[src/rtl/majority_frame_collector_if.sv]
// ============================================================================
// majority_frame_collector_if : serial-in / frame-out bundle for the collector
// Revision: 1.0
// ============================================================================
`default_nettype none

interface majority_frame_collector_if #(
  parameter int FRAME_W = 12,
  parameter int CNT_W   = 8
);
  logic               s_bit;
  logic               s_valid;
  logic               s_sof;
  logic [FRAME_W-1:0] A;
  logic               a_valid;
  logic               a_ready;
  logic               drop;
  logic               par_err;
  logic [CNT_W-1:0]   drop_cnt;

  modport master (
    output s_bit, s_valid, s_sof, a_ready,
    input  A, a_valid, drop, par_err, drop_cnt
  );

  modport slave (
    input  s_bit, s_valid, s_sof, a_ready,
    output A, a_valid, drop, par_err, drop_cnt
  );
endinterface

`default_nettype wire

[src/rtl/majority_frame_collector.sv]
// ============================================================================
// majority_frame_collector : framed serial bits -> double-buffered word on A.
// Optional even-parity bit per frame enabled by MAJORITY_PARITY_CHECK_EN.
// Revision: 1.0
// ============================================================================
`default_nettype none

module majority_frame_collector #(
  parameter int FRAME_W = 12,
  parameter int CNT_W   = 8
) (
  input  logic                        clk,
  input  logic                        rst_n,
  majority_frame_collector_if.slave   bus
);

  localparam int BIT_CNT_W = $clog2(FRAME_W + 1);
  localparam logic [BIT_CNT_W-1:0] LAST_CNT = BIT_CNT_W'(FRAME_W - 1);

`ifdef MAJORITY_PARITY_CHECK_EN
  localparam int SHIFT_W = FRAME_W;
  typedef enum logic [1:0] {
    IDLE    = 2'd0,
    COLLECT = 2'd1,
    PARITY  = 2'd2
  } state_t;
`else
  // The final data bit is taken straight from s_bit, so one fewer stage is stored.
  localparam int SHIFT_W = FRAME_W - 1;
  typedef enum logic [1:0] {
    IDLE    = 2'd0,
    COLLECT = 2'd1
  } state_t;
`endif

  state_t               state_q;
  logic [SHIFT_W-1:0]   shift_q;
  logic [SHIFT_W-1:0]   shift_d;
  logic [BIT_CNT_W-1:0] bit_cnt_q;
  logic [FRAME_W-1:0]   a_q;
  logic                 a_valid_q;
  logic                 drop_q;
  logic [CNT_W-1:0]     drop_cnt_q;
  logic                 frame_done;
  logic [FRAME_W-1:0]   frame_data;
`ifdef MAJORITY_PARITY_CHECK_EN
  logic                 par_fail;
  logic                 par_err_q;
`endif

  always_comb begin
    shift_d    = {shift_q[SHIFT_W-2:0], bus.s_bit};
    frame_done = 1'b0;
`ifdef MAJORITY_PARITY_CHECK_EN
    frame_data = shift_q;
    par_fail   = 1'b0;
    if (bus.s_valid && !bus.s_sof && state_q == PARITY) begin
      if (^{shift_q, bus.s_bit}) begin
        par_fail = 1'b1;
      end else begin
        frame_done = 1'b1;
      end
    end
`else
    frame_data = {shift_q, bus.s_bit};
    if (bus.s_valid && !bus.s_sof && state_q == COLLECT && bit_cnt_q == LAST_CNT) begin
      frame_done = 1'b1;
    end
`endif
  end

  always_ff @(posedge clk) begin
    if (!rst_n) begin
      state_q    <= IDLE;
      shift_q    <= '0;
      bit_cnt_q  <= '0;
      a_q        <= '0;
      a_valid_q  <= 1'b0;
      drop_q     <= 1'b0;
      drop_cnt_q <= '0;
`ifdef MAJORITY_PARITY_CHECK_EN
      par_err_q  <= 1'b0;
`endif
    end else begin
      drop_q <= 1'b0;
`ifdef MAJORITY_PARITY_CHECK_EN
      par_err_q <= par_fail;
`endif
      if (a_valid_q && bus.a_ready) begin
        a_valid_q <= 1'b0;
      end
      // A frame completing while the output is freed this cycle still lands.
      if (frame_done) begin
        if (!a_valid_q || bus.a_ready) begin
          a_q       <= frame_data;
          a_valid_q <= 1'b1;
        end else begin
          drop_q <= 1'b1;
          if (drop_cnt_q != '1) begin
            drop_cnt_q <= drop_cnt_q + CNT_W'(1);
          end
        end
      end

      if (bus.s_valid) begin
        if (bus.s_sof) begin
          shift_q   <= {{(SHIFT_W-1){1'b0}}, bus.s_bit};
          bit_cnt_q <= BIT_CNT_W'(1);
          state_q   <= COLLECT;
        end else begin
          case (state_q)
            IDLE: begin
            end
            COLLECT: begin
              shift_q <= shift_d;
              if (bit_cnt_q == LAST_CNT) begin
`ifdef MAJORITY_PARITY_CHECK_EN
                bit_cnt_q <= BIT_CNT_W'(FRAME_W);
                state_q   <= PARITY;
`else
                bit_cnt_q <= '0;
                state_q   <= IDLE;
`endif
              end else begin
                bit_cnt_q <= bit_cnt_q + BIT_CNT_W'(1);
              end
            end
`ifdef MAJORITY_PARITY_CHECK_EN
            PARITY: begin
              bit_cnt_q <= '0;
              state_q   <= IDLE;
            end
`endif
            default: begin
              bit_cnt_q <= '0;
              state_q   <= IDLE;
            end
          endcase
        end
      end
    end
  end

  assign bus.A        = a_q;
  assign bus.a_valid  = a_valid_q;
  assign bus.drop     = drop_q;
  assign bus.drop_cnt = drop_cnt_q;
`ifdef MAJORITY_PARITY_CHECK_EN
  assign bus.par_err  = par_err_q;
`else
  assign bus.par_err  = 1'b0;
`endif

endmodule

`default_nettype wire

[src/flat_wrapper.sv]
// flat-port wrapper written by rule: the top's interface ports become plain ports
module majority_frame_collector_flat 
#(
  parameter int FRAME_W = 12,
  parameter int CNT_W   = 8
)
  (clk, rst_n, bus_s_bit, bus_s_valid, bus_s_sof, bus_a_ready, bus_A, bus_a_valid, bus_drop, bus_par_err, bus_drop_cnt);
  majority_frame_collector_if #(.FRAME_W(FRAME_W), .CNT_W(CNT_W)) bus_i ();
  input  logic clk;
  input  logic rst_n;
  input wire logic [$bits(bus_i.s_bit)-1:0] bus_s_bit;
  input wire logic [$bits(bus_i.s_valid)-1:0] bus_s_valid;
  input wire logic [$bits(bus_i.s_sof)-1:0] bus_s_sof;
  input wire logic [$bits(bus_i.a_ready)-1:0] bus_a_ready;
  output wire logic [$bits(bus_i.A)-1:0] bus_A;
  output wire logic [$bits(bus_i.a_valid)-1:0] bus_a_valid;
  output wire logic [$bits(bus_i.drop)-1:0] bus_drop;
  output wire logic [$bits(bus_i.par_err)-1:0] bus_par_err;
  output wire logic [$bits(bus_i.drop_cnt)-1:0] bus_drop_cnt;
  assign bus_i.s_bit = bus_s_bit;
  assign bus_i.s_valid = bus_s_valid;
  assign bus_i.s_sof = bus_s_sof;
  assign bus_i.a_ready = bus_a_ready;
  assign bus_A = bus_i.A;
  assign bus_a_valid = bus_i.a_valid;
  assign bus_drop = bus_i.drop;
  assign bus_par_err = bus_i.par_err;
  assign bus_drop_cnt = bus_i.drop_cnt;
  majority_frame_collector #(.FRAME_W(FRAME_W), .CNT_W(CNT_W)) u_core (.clk(clk), .rst_n(rst_n), .bus(bus_i));
endmodule
[config.mk]
export PLATFORM = sky130hd
export DESIGN_NAME = majority_frame_collector_flat
export DESIGN_NICKNAME = d
export VERILOG_FILES = /design/src/rtl/majority_frame_collector_if.sv /design/src/rtl/majority_frame_collector.sv /design/src/flat_wrapper.sv
export SDC_FILE = /design/constraint.sdc
export NUM_CORES = 1
export LEC_CHECK = 0
export CORE_MARGIN = 2
export CORE_UTILIZATION = 46
export CTS_BUF_LIST = sky130_fd_sc_hd__clkbuf_16
export DETAILED_ROUTE_END_ITERATION = 8
export HOLD_SLACK_MARGIN = 0.02
export PLACE_DENSITY = 0.75
export SLEW_MARGIN = 20
export SYNTH_ARGS = -nofsm -noshare
export SYNTH_HDL_FRONTEND = slang
export SYNTH_SLANG_ARGS = --single-unit
[constraint.sdc]
create_clock -name clk -period 1.6 [get_ports clk]
set_input_delay 0.4 -clock clk [delete_from_list [all_inputs] [get_ports clk]]
set_output_delay 0.4 -clock clk [all_outputs]
set_load 0.01 [all_outputs]
-- Word-level counts from Yosys, hierarchy flattened
Index checks and enable logic that the tools add are counted.
- bits in writable memories: 0
- bits in registers: 39
- memories kept: 0
- ROM bits: 0
- word-level logic and storage cells: 43
- latch bits: 0
- $lt $le $gt $ge: 0
- mux-type cells: 13
- shift-type cells: 0
- eq/ne operators: 5
- bitwise logic cells: 1
- multipliers: 0
- add/sub/neg operators: 2
- divide/modulo/power cells: 0
- reductions and logical operators: 15
- operator list (cell ; count):
    two-way mux 11 bit ; 2
    adder 8 x 1 -> 8 bit (second input constant) ; 1
    two-way mux 4 bit ; 2
    inequality test 8 bit (second input constant) ; 1
    one-hot mux 4 bit (2 select lines) ; 1
    AND reduction 2 bit ; 4
    AND reduction 3 bit ; 2
    two-way mux 1 bit ; 5
    adder 4 x 1 -> 4 bit (second input constant) ; 1
    == test 4 bit (second input constant) ; 1
    logical AND 1 bit ; 4
    two-way mux 2 bit ; 2
    one-hot mux 2 bit (2 select lines) ; 1
    inequality test 3 bit (second input constant) ; 1
    == test 2 x 1 -> 1 bit (second input constant) ; 1
    zero test 1 bit ; 2
    zero test 2 bit ; 1
    inequality test 2 bit (second input constant) ; 1
    nonzero test 2 bit ; 1
    logical OR 1 bit ; 1
    NOT 1 bit ; 1

-- Depth between registers and ports, before layout
Gate-level depths: netlist of the first run.
- depth in word-level cells: 6
- depth in mapped cells: 6
- depth with buffers taken out: 5

-- Worst setup path after synthesis of the first run
No wires, ideal clock.
- path kind: register -> register
- start: register u_core.bit_cnt_q[0]
- end: register u_core.drop_cnt_q[7] (netlist: u_core.bus.drop_cnt[7])
- data arrival time: 1.524 ns
- period minus slack after synthesis: 1.654 ns
- stages on the path, launching flop included: 7
- slack: -0.054 ns
- data required time: 1.470 ns
- path through: dfxtp_1 -> ha_1 -> and4b_4 -> nand4_4 -> buf_2 -> o41ai_1 -> a21oi_1
- cells in the longest elaborated chain, start to end: 4
- RTL lines (item ; RTL line ; RTL):
    from (decl) ; majority_frame_collector.sv:39 ; logic [BIT_CNT_W-1:0] bit_cnt_q;
    from (signal assigned) ; majority_frame_collector.sv:125 ; bit_cnt_q <= bit_cnt_q + BIT_CNT_W'(1);
    == test 4 bit ; majority_frame_collector.sv:66 ; if (bus.s_valid && !bus.s_sof && state_q == COLLECT && bit_cnt_q == LAST_CNT) begin
    logical AND 1 bit ; majority_frame_collector.sv:66 ;
    two-way mux 1 bit ; majority_frame_collector.sv:66 ;
    AND reduction 3 bit (no source line) ; - ;
    to (signal assigned) ; majority_frame_collector.sv:100 ; drop_cnt_q <= drop_cnt_q + CNT_W'(1);
    to (decl) ; majority_frame_collector.sv:43 ; logic [CNT_W-1:0] drop_cnt_q;
No other way between the ends.
A chain may end at the register's enable or synchronous reset.

-- Worst setup path after layout of the first run
- start: register u_core.bit_cnt_q[0]
- end: register u_core.drop_cnt_q[0] (netlist: u_core.bus.drop_cnt[0])
The elaborated chain is that of the path after synthesis.

==> metrics.txt, run 1 <==
post-route ant nets=0; Cell Rows=21; CP endpoint kind=flip-flop; commonest non-fill, non-tap cell in the layout=dfxtp_1; die area=3880 um2; Worst-Skew Late Latency=280 ps; drt drc=0; FMAX=586 MHz; CP endpoint=u_core.bus.drop_cnt[0]$_SDFFE_PN0P_; die height=62.3 um; Crit-path slowest cell=or3_1; Netlist cell types=35; Clock Path Buffers=2; highest-count cells in the layout ignoring fill and taps=dfxtp_1, nor2_1, buf_4, clkdlybuf4s50_1; drt first pass iters=4; # fillers=245; routability cong.=0.886; Avg Cell Area, Syn=9.41 um2; area of the multi-input gates=861 um2; Clock power frac=51.3%; port bufs=27; Final Skew=4.41 ps; Iteration-0 DRC Markers=94; share of layout cells above drive strength 1=28.2%; post-route setup slack=-107 ps; GRT Total Usage=20.0%; setup tns final=-811 ps; CP delay by family, top=simple AND/OR/NAND/NOR gates; grt peak-use layer=met2; #FFs+latches synth=38; reg2reg end=u_core.bus.drop_cnt[0]$_SDFFE_PN0P_; Switch Pwr=0.000443 W; area of the core=3310 um2; WP data arrival=1910 ps; Tcrit/Tclk final=107%; Hold Violations, Final=0; Syn Nets=174; R2R depth=6; cell chain of the critical path=ha_4 -> and4b_4 -> buf_4 -> nand4_4 -> or3_1 -> a21oi_2; PD cells=905 nW/um2; Final Max Tran Viols=0; CP Launch Type=flip-flop; DP Cell Count=247; nets=223; cts bufs inserted=5; Global Route met2 Usage=34.9%; reg-to-reg startpoint=u_core.bit_cnt_q[0]$_SDFFE_PN0P_; Max Cap Viol=0; Diodes inserted=0; sequential area share after synthesis=48.7%; Final setup viols=19; grt met3 use=4.17%; largest net degree at the start of global routing=29; Critical Path RT=1810 ps; Critical Path Stages=6; P_leak=0.961 nW; register-to-register setup slack=-110 ps; Tmin final=1710 ps; Sink Count=38; met1 Usage GRT=23.4%; Int Pwr=0.00173 W; status=complete, but fails checks; initial antenna violation count=0; Non-Filler Instances=262; HPWL Detailed=2440 um; CP Class=reg -> reg; DR vias/cell=5.52; via count=1446; total routed wirelength=4190 um; root buffer cell=clkbuf_16; first-pass GRT wire length=6200 um; Final Util=72.5%; WP buf/inv=1; Hold WC Path Type=reg -> reg; io pins=29; RSZ-0062 raised after global routing=yes; H-tree depth=2; Worst IR Drop VDD=0.896 mV; initial core utilization=47.2%; register area=771 um2; Yosys warning total=0; Post-Synthesis Cells=166; DR WL/cell=16.0 um; vias in the first global route=1353; Netlist Area Pre-Place=1560 um2; grt ovf=0; area grow syn2layout=53.8%; CP startpoint=u_core.bit_cnt_q[0]$_SDFFE_PN0P_; Post-CTS Hold Fix Bufs=0; clock-pin transition on the worst setup and hold timing paths=60 ps; CTS tree=built; part of the power in registers=44.0%; crit-path max cell delay=430 ps; Comb pwr share=4.7%; Die W=62.3 um; failing checks=negative setup slack; CP max FO=5; Sw Share=20.4%
[cell type report]
cell class,instances,share of cell area [%]
multi-input combinational,115,35.9
sequential,38,32.1
timing repair buffer,51,21.9
clock buffer,5,5.21
tap,46,2.40
clock inverter,3,1.88
inverter,4,0.625
[repair_timing]
action	in CTS	in global routing
gates resized for setup	21	22
cloned	1	1
endpoints found under the setup margin	29	25
buffers inserted	0	5
pin swaps	11	6
[state kept, by name, indices dropped and copies added, names as in the netlist]
| name | count |
|---|---|
| u_core.bus.a_valid | 1 |
| u_core.state_q | 1 |
| u_core.bus.A | 12 |
| u_core.shift_q | 11 |
| u_core.bit_cnt_q | 4 |
| u_core.bus.drop_cnt | 8 |
| u_core.bus.drop | 1 |
[synth_stat cells]
| cell type | n | area (um2) |
|---|---|---|
| dfxtp_1 | 38 | 761 |
| nor2_1 | 28 | 105 |
| a21oi_1 | 12 | 60.1 |
| mux2i_1 | 12 | 120 |
| a22oi_1 | 10 | 75.1 |
| nand2_1 | 8 | 30.0 |
| o21ai_0 | 7 | 35.0 |
| clkbuf_1 | 6 | 22.5 |
| nand3_1 | 5 | 25.0 |
| or4_1 | 5 | 37.5 |
| inv_1 | 3 | 11.3 |
| o31ai_1 | 3 | 22.5 |
| o41ai_1 | 3 | 26.3 |
| buf_2 | 2 | 10.0 |
| ha_1 | 2 | 25.0 |
| nand4_1 | 2 | 12.5 |
| xor2_1 | 2 | 17.5 |
| a31oi_1 | 1 | 6.26 |
| and2_1 | 1 | 6.26 |
| and2b_1 | 1 | 7.51 |
| and3_1 | 1 | 6.26 |
| and4_1 | 1 | 8.76 |
| and4b_4 | 1 | 13.8 |
| buf_4 | 1 | 7.51 |
| buf_6 | 1 | 11.3 |
| clkinv_1 | 1 | 3.75 |
| conb_1 | 1 | 3.75 |
| nand2b_1 | 1 | 6.26 |
| nand3b_1 | 1 | 7.51 |
| nand4_4 | 1 | 21.3 |
| nor4b_4 | 1 | 23.8 |
| o21a_1 | 1 | 7.51 |
| o311ai_0 | 1 | 8.76 |
| or3_1 | 1 | 6.26 |
| or3b_2 | 1 | 8.76 |
[worst min path at each step]
stage / to / startpoint / slack, ps / cells past startpoint
2_1_floorplan: u_core.shift_q[0]$_SDFFE_PN0P_ / u_core.shift_q[0]$_SDFFE_PN0P_ / 450 / 2
3_3_place_gp: u_core.shift_q[0]$_SDFFE_PN0P_ / u_core.shift_q[0]$_SDFFE_PN0P_ / 470 / 2
3_5_place_dp: u_core.shift_q[0]$_SDFFE_PN0P_ / u_core.shift_q[0]$_SDFFE_PN0P_ / 470 / 2
4_1_cts: u_core.bus.drop_cnt[7]$_SDFFE_PN0P_ / u_core.bus.drop_cnt[7]$_SDFFE_PN0P_ / 490 / 2
5_1_grt: u_core.bus.drop_cnt[4]$_SDFFE_PN0P_ / u_core.bus.drop_cnt[4]$_SDFFE_PN0P_ / 510 / 2
6_report: u_core.bus.A[4]$_SDFFE_PN0P_ / u_core.bus.A[4]$_SDFFE_PN0P_ / 500 / 2
[through the flow]
stage	hold slack, ps	setup slack [ps]	instance area (um2)	power [W]
floorplan	449	16.9	1590	0.00102
CTS	489	-96.7	2250	0.00218
detailed placement	471	-528	2030	0.00107
global route	510	-131	2400	0.00225
finish	497	-107	2400	0.00217
global placement	471	-424	2030	0.00107
[cell families (layout without fill, tap and decap cells)]
kind of cell | after synthesis | after routing | share of synthesized area [%]
and+or+nand+nor | 59 | 60 | 20.9
AOI/OAI and AO/OA | 38 | 38 | 15.5
DFF | 38 | 38 | 48.7
buffers and inverters | 14 | 63 | 4.25
muxes | 12 | 12 | 7.69
adders and majority gates | 2 | 2 | 1.60
xor gates and xnor gates | 2 | 2 | 1.12
other | 1 | 1 | 0.240
[layer usage]
| layer | part of all wire, % | vias up |
|---|---|---|
| met5 | 0 | - |
| met4 | 1.3 | 0 |
| met3 | 3.7 | 8 |
| met2 | 53 | 34 |
| met1 | 42 | 702 |
| li1 | - | 702 |
[worst min-delay path, stage by stage, from the launching register on]
cell and delay (ps):
dfxtp_1 320, mux2i_1 70, nor2_1 70
[power by group through the flow]
stage               clock network [W]  registers [W]  logic [W]
floorplan                           0       0.000979  0.0000422
global placement                    0       0.000977  0.0000945
detailed placement                  0       0.000978  0.0000966
CTS                           0.00113       0.000957  0.0000985
global route                  0.00118       0.000957   0.000111
finish                        0.00111       0.000957   0.000101
(Power assumes the default switching activity.)
==> run 2, diff against run 1 <==
--- a/config.mk
+++ b/config.mk
@@ -15,3 +15,4 @@
 export SYNTH_ARGS = -nofsm -noshare
 export SYNTH_HDL_FRONTEND = slang
 export SYNTH_SLANG_ARGS = --single-unit
+export TNS_END_PERCENT = 20
==> metrics.txt, run 2 (same netlist as run 1, synthesis figures left out) <==
Critical Path RT=1750 ps (-60 ps); commonest non-fill, non-tap cell in the layout=dfxtp_1; die height=62.3 um (unchanged); drt drc=0 (unchanged); FMAX=587 MHz (+0.25%); clock-pin transition on the worst setup and hold timing paths=60 ps (about the same); Final Skew=4.58 ps (+0.178 ps); area grow syn2layout=52.7%; GRT Total Usage=20.0% (unchanged); Hold WC Path Type=reg -> reg; total routed wirelength=4370 um (+4.1%); initial antenna violation count=0 (unchanged); Tcrit/Tclk final=106% (-0.27 points); HPWL Detailed=2440 um (unchanged); Clock Path Buffers=2 (unchanged); Sink Count=38 (unchanged); reg2reg end=u_core.bus.drop_cnt[4]$_SDFFE_PN0P_; Tmin final=1700 ps (-4.24 ps); post-route ant nets=0 (unchanged); Max Cap Viol=0 (unchanged); area of the core=3310 um2 (unchanged); DR WL/cell=16.7 um (+4.1%); nets=223 (unchanged); initial core utilization=47.2% (unchanged); drt first pass iters=4 (unchanged); CP endpoint kind=flip-flop; area of the multi-input gates=842 um2 (-2.2%); io pins=29 (unchanged); Final Max Tran Viols=0 (unchanged); root buffer cell=clkbuf_16; Final setup viols=19 (unchanged); Worst Hold End=u_core.bus.A[4]$_SDFFE_PN0P_; routability cong.=0.886 (unchanged); max reg flops=12 (unchanged); tightest hold margin=495 ps (-1.95 ps); first-pass GRT wire length=6200 um (unchanged); Worst-Skew Late Latency=280 ps (about the same); CP max FO=5 (unchanged); Hold Crit Start=u_core.bus.A[4]$_SDFFE_PN0P_; # fillers=253 (+3.3%); failing checks=negative setup slack; Hold Violations, Final=0 (unchanged); highest-count cells in the layout ignoring fill and taps=dfxtp_1, nor2_1, buf_4, clkdlybuf4s50_1; Cell Rows=21 (unchanged); H-tree depth=2 (unchanged); Diodes inserted=0 (unchanged); PD cells=910 nW/um2 (+0.55%); CP Launch Type=flip-flop; status=complete, but fails checks; register-to-register setup slack=-100 ps (about the same); via count=1457 (+0.76%); R2R depth=7 (+1); P_leak=0.971 nW (+1.1%); WP data arrival=1850 ps (-60 ps); CP Class=reg -> reg; Final Total Pwr=0.00217 W (-0.14%); WHS Path Cells=2 (unchanged); CTS tree=built; register area=773 um2 (+0.32%); post-route setup slack=-103 ps (+4.24 ps); DR vias/cell=5.56 (+0.76%); Iteration-0 DRC Markers=81 (-14%); Worst IR Drop VDD=0.899 mV (+0.33%); Final Util=72.0% (-0.49 points); cts bufs inserted=5 (unchanged); reg-to-reg startpoint=u_core.bit_cnt_q[0]$_SDFFE_PN0P_; die area=3880 um2 (unchanged); port bufs=27 (unchanged); share of layout cells above drive strength 1=27.8% (-0.46 points); Die W=62.3 um (unchanged); largest net degree at the start of global routing=29 (unchanged); grt ovf=0 (unchanged); RSZ-0062 raised after global routing=yes; vias in the first global route=1353 (unchanged)
run 2: cell types whose count changed in the layout (fill, tap and decap cells not counted):
cell	previous run	this run
nor2_4	1	0
dlymetal6s2s_1	7	8
o31ai_1	1	2
buf_4	17	18
dfxtp_2	8	7
dfxtp_4	0	1
o31ai_4	1	0
buf_6	3	2
nor2_2	0	1
dlygate4sd2_1	6	5
run 2: per-stage QoR:
stage	instance area (um2)	cells	TNS, ps	setup slack [ps]
2_1_floorplan	1590	166	0	16.9
4_1_cts	2250	256	-511	-96.7
6_report	2380	262	-938	-103
5_1_grt	2380	262	-1830	-135
3_5_place_dp	2030	247	-11370	-528
3_3_place_gp	2030	247	-10240	-424
run 2: what timing repair did:
action	CTS	global route
endpoints found under the setup margin	29	26
hold buffers	0	0
pin swaps	10	6
cloned	1	1
setup buffers	0	5
gates resized for setup	20	20
run 2: how the worst max path moves through the flow:
stage / from / end
global route: bus_s_valid / u_core.bus.A[2]$_SDFFE_PN0P_
CTS: bus_a_ready / u_core.bus.drop_cnt[2]$_SDFFE_PN0P_
finish: u_core.bit_cnt_q[0]$_SDFFE_PN0P_ / u_core.bus.drop_cnt[4]$_SDFFE_PN0P_
detailed placement: bus_a_ready / u_core.bus.drop_cnt[2]$_SDFFE_PN0P_
global placement: bus_a_ready / u_core.bus.drop_cnt[2]$_SDFFE_PN0P_
floorplan: u_core.bit_cnt_q[1]$_SDFFE_PN0P_ / u_core.bus.A[3]$_SDFFE_PN0P_
run 2: cell type report:
class,count,share of cell area (%)
clock buffer,5,5.25
clock inverter,3,1.89
inverter,4,0.630
multi-input combinational,115,35.3
sequential,38,32.4
tap,46,2.41
timing repair buffer,51,22.1
run 2: routing by layer:
layer,wire length (um),up-vias,global-route usage [%]
li1,-,698,-
met1,1750,701,23.4
met2,2340,48,34.9
met3,198,10,4.17
met4,82,0,9.44
met5,0,-,0
run 2: worst max-delay path, cell delays in order (launching register included):
cell and delay [ps]:
dfxtp_2 360, ha_4 140, and4b_4 270, buf_4 140, nand4_4 110, buf_4 190, o31ai_1 250, a21oi_1 120
run 2: power breakdown:
part / internal, W / total [W] / switching (W)
combinational: 0.0000439 / 0.000102 / 0.0000578
clock: 0.000734 / 0.00111 / 0.000379
sequential: 0.000950 / 0.000955 / 0.00000460
total: 0.00173 / 0.00217 / 0.000441
==> RTL edit 1: new RTL, config.mk and constraints of run 1 <==
`FRAME_W` is set to 12 in 3 places; all go to 14.
--- a/src/rtl/majority_frame_collector_if.sv
+++ b/src/rtl/majority_frame_collector_if.sv
@@ -7,3 +7,3 @@
 interface majority_frame_collector_if #(
-  parameter int FRAME_W = 12,
+  parameter int FRAME_W = 14,
   parameter int CNT_W   = 8
--- a/src/rtl/majority_frame_collector.sv
+++ b/src/rtl/majority_frame_collector.sv
@@ -8,3 +8,3 @@
 module majority_frame_collector #(
-  parameter int FRAME_W = 12,
+  parameter int FRAME_W = 14,
   parameter int CNT_W   = 8
--- a/src/flat_wrapper.sv
+++ b/src/flat_wrapper.sv
@@ -3,3 +3,3 @@
 #(
-  parameter int FRAME_W = 12,
+  parameter int FRAME_W = 14,
   parameter int CNT_W   = 8
Ports: changed (resized bus_A); port bits go from 29 to 31. No check against the original RTL was run, so the function may have changed too.
==> RTL edit 1 against run 1 <==
  * Core utilization shrank 6.7 points
  * Power increased by 6.6%
  * Setup slack improved by 130 ps
  * Hold slack lost 16 ps
  * Highest routed layer unchanged
  * Global-route usage up 0.27 points
  * Area after synthesis up 8.3%
  * Sequential power is 11% higher
  * Sequential cell count increased by 4
  * Final area fell by 1.1%
  * Routed wire length shrank 9.3%
==> RTL edit 1: results (changes against run 1) <==
Place WS=-450.8 ps (+77.04 ps); Hold Startpoint=u_core.shift_q[0]; syn_nets=183 (+5.2%); total number of vias=1417 (-2.0%); largest net degree at the start of global routing=24 (-17%); placer congestion estimate=0.7730 (-13%); Crit path largest cell delay=540 ps (+110 ps); Iter 0 DRT Violations=90 (-4.3%); antenna violations before repair=0 (unchanged); First-pass DRT Iterations=4 (unchanged); Top Family by Delay on Critical Path=simple AND/OR/NAND/NOR gates; HPWL after DPL=2.357 mm (-3.6%); clock-pin slew on the worst setup and hold paths=60 ps (about the same); layout cells sized above 1=22.02% (-6.2 points); Nets=226 (+1.3%); DRT Wirelength=3.802 mm (-9.3%); synth cell count leaders=dfxtp_1, nor2_1, mux2i_1, a22oi_1, a21oi_1; Min-Delay Path Class=reg -> reg; top achievable clock speed=632.5 MHz (+7.9%); leakage power=0.9473 nW (-1.4%); minimum hold slack=481.6 ps (-15.83 ps); Arr. time, crit path=1800 ps (-110 ps); Clock Latency Late Sink=290 ps; RR Startpoint=u_core.bit_cnt_q[1]; Placed Area=2110 sq um (+3.8%); Max Root-Sink Buffers=2 (unchanged); htree depth=2 (unchanged); Slowest-stage cell, CP=or4_1; number of flip-flops in the largest register=14 (+2); Setup CP Type=reg -> reg; Post-synth ARST share=0% (unchanged); Worst R2R Path Depth=6 (unchanged); cts bufs inserted=5 (unchanged); ANT cells=0 (unchanged); number of I/O port buffers=29 (+7.4%); hold path depth=2 (unchanged); R2R Setup Slk=20 ps (+130 ps); first-pass GRT wire length=6.520 mm (+5.1%); Root Buffer=clkbuf_16; post-synthesis adder-cell area fraction=2.219% (+0.62 points); synth unique cells=35 (unchanged); status=completed; clk_skew=2.741 ps (-1.665 ps); VDD IR max=716.4 uV (-20%); Worst Hold Endpoint=u_core.shift_q[0]; mux share of post-synthesis cell area=8.876% (+1.2 points); Ys Warns=0 (unchanged); post-synthesis compound-gate area fraction=14.28% (-1.2 points); Worst R2R End=u_core.bus.drop_cnt[3]; Synth area leaders=dfxtp_1, mux2i_1, nor2_1; Seq/Total Area, Yosys=49.70% (+0.99 points); Crit Path Max Fanout=5 (unchanged); Tot GR Track Use=20.26% (+0.27 points); XOR/XNOR Fraction of Synth Area=1.036% (-0.086 points)
-- RTL edit 1: final cells by class --
| type | instances | area, sq um |
|---|---|---|
| clock inverter | 3 | 43.79 |
| multi-input combinational | 117 | 839.6 |
| tap | 48 | 60.06 |
| fill | 297 | 1231 |
| inverter | 4 | 15.01 |
| sequential | 42 | 850.8 |
| timing repair buffer | 47 | 440.4 |
| clock buffer | 5 | 125.1 |
-- RTL edit 1: stage by stage --
stage	setup TNS, ps	std cells
2_1_floorplan	0	174
5_1_grt	-121.0	266
4_1_cts	0	266
3_5_place_dp	-8535	256
6_report	0	266
3_3_place_gp	-7318	256
-- RTL edit 1: per-layer routing --
metal | up-vias | part of all wire, % | GRT usage [%]
met3 | 9 | 3.3 | 5.556
met5 | - | 0 | 0
met4 | 0 | 2.1 | 9.309
met2 | 29 | 50 | 33.98
met1 | 673 | 45 | 24.10
li1 | 706 | - | -
-- RTL edit 1: cells by family after synthesis --
family | Yosys count
AO/OA/AOI/OAI | 36
XOR/XNOR | 2
adder cells (fa/ha/maj) | 3
buffers and inverters | 16
flip-flops | 42
multiplexers | 15
other | 1
AND/OR/NAND/NOR | 59
-- RTL edit 1: repair_timing --
action                                  CTS  global route
setup buffers                             1             0
pin swaps                                 7             4
cloned                                    1             0
gates resized for setup                  24            13
endpoints found under the setup margin   30            13
-- RTL edit 1: power breakdown --
group	internal, mW	switching [mW]	leakage (nW)
combinational	0.0460	0.0529	0.520
sequential	1.05	0.00541	0.343
clock	0.738	0.420	0.0842
total	1.84	0.478	0.947
-- RTL edit 1: tightest hold or removal path, delay by kind of cell (launching register included) --
| family | cells | cell delay [ps] |
|---|---|---|
| DFF | 1 | 320 |
| and+or+nand+nor | 1 | 60 |
| AOI/OAI and AO/OA | 1 | 50 |
==> RTL edit 2: new RTL, flow settings as in run 1 <==
Without the edit above. Reset style: asynchronous (`rst_n`), changed in one clocked block.
--- a/src/rtl/majority_frame_collector.sv
+++ b/src/rtl/majority_frame_collector.sv
@@ -71,3 +71,3 @@
 
-  always_ff @(posedge clk) begin
+  always_ff @(posedge clk or negedge rst_n) begin
     if (!rst_n) begin
Function: no difference found for any inputs over 10 cycles, from zero or initial values and one cycle with rst_n low; that may be too few to reach the edited logic, so the function may still have changed.
==> RTL edit 2 against run 1 <==
  * The run still ends with negative setup slack left
  * Area after synthesis grew 13%
  * Cell count shrank 4.6%
  * Sequential share of layout area grew 6.2 points
  * Critical endpoint is now u_core.bus.drop_cnt[1]
  * Final area grew 3.4%
  * Sequential cell count is the same
  * Setup slack lost 110 ps
  * Routed wire length shrank 8.8%
  * Core utilization shrank 4.7 points
Power is not compared: it rests on default switching activity, and its combinational part moved more than twofold at a synthesized area within 25%.
==> RTL edit 2: results (changes against run 1) <==
status=complete, but fails checks; failing checks=negative setup slack; Inst Count DP=233 (-5.7%); Post-synth ARST share=100.0% (+100 points); Seq/Total Area, Yosys=53.98% (+5.3 points); multi-input gates=93 (-19%); inverter count=14 (+10); top_reg_cell synth=dfrtp_1; final setup violation count=21 (+2); Tot GR Track Use=20.13% (+0.14 points); synth unique cells=36 (+2.9%); Layout fillers=264 (+7.8%); Synth Instances=156 (-6.0%); Final WS setup=-220.0 ps (-113.2 ps); Arr. time, crit path=1980 ps (+70 ps); Synth area leaders=dfrtp_1, mux2_1, o22ai_1; Min-Delay Path Class=in -> reg; post-cts resize count=11 (-48%); Finished Layout Cells=250 (-4.6%); hold path depth=3 (+1); Signal buffers=49 (-3.9%); synth cell count leaders=dfrtp_1, mux2_1, inv_1, nand3_1, o22ai_1; placer congestion estimate=0.8127 (-8.2%); DR vias/cell=5.400 (-2.2%); area of the mapped netlist=1762 sq um (+13%)
-- RTL edit 2: critical path: cells and delay by family, from the launching register on --
kind | cells | cell delay (ps)
adder cells (fa/ha/maj) | 1 | 190
buffers and inverters | 1 | 170
multiplexers | 1 | 300
AND/OR/NAND/NOR | 3 | 690
flip-flops | 1 | 360
-- RTL edit 2: final timing paths --
path / start / endpoint / slack, ps
setup / recovery: u_core.bit_cnt_q[1] / u_core.bus.drop_cnt[1] / -220
setup reg to reg: u_core.bit_cnt_q[1] / u_core.bus.drop_cnt[1] / -220
hold reg to reg: u_core.bus.A[5] / u_core.bus.A[5] / 480
hold / removal: bus_a_ready / u_core.bus.a_valid / 430
min in group asynchronous: rst_n / u_core.bus.a_valid / 500
max in group asynchronous: rst_n / u_core.bit_cnt_q[2] / 910
-- RTL edit 2: cell families (layout without fill, tap and decap cells) --
logic type	Yosys count	in the layout	synth area share, %
adder cells (fa/ha/maj)	2	2	1.420
multiplexers	14	14	8.949
AO/OA/AOI/OAI	31	31	11.79
XOR/XNOR	7	7	3.480
other	1	1	0.2129
flip-flops	38	38	53.98
AND/OR/NAND/NOR	38	38	13.71
buffers and inverters	25	71	6.463
-- RTL edit 2: per-stage QoR --
step	TNS [ps]	power, mW	util, %	hold WS (ps)	setup slack [ps]
after floorplan	-2008	1.323	-	104.4	-136.7
after global placement	-11650	1.498	59.71	470.7	-574.4
after detailed placement	-13210	1.531	59.71	476.6	-618.0
after CTS	-3710	2.622	66.06	489.1	-246.9
after global routing	-4499	2.723	67.81	443.7	-259.0
final	-3269	2.598	67.81	428.9	-220.0
-- RTL edit 2: routing by layer --
layer  vias to the layer above  part of all wire [%]  track usage (%)
met2                        33                    52            34.09
met4                         0                   1.5            10.42
met3                         6                   4.4            5.281
met1                       671                    42            23.30
li1                        640                     -                -
met5                         -                     0                0
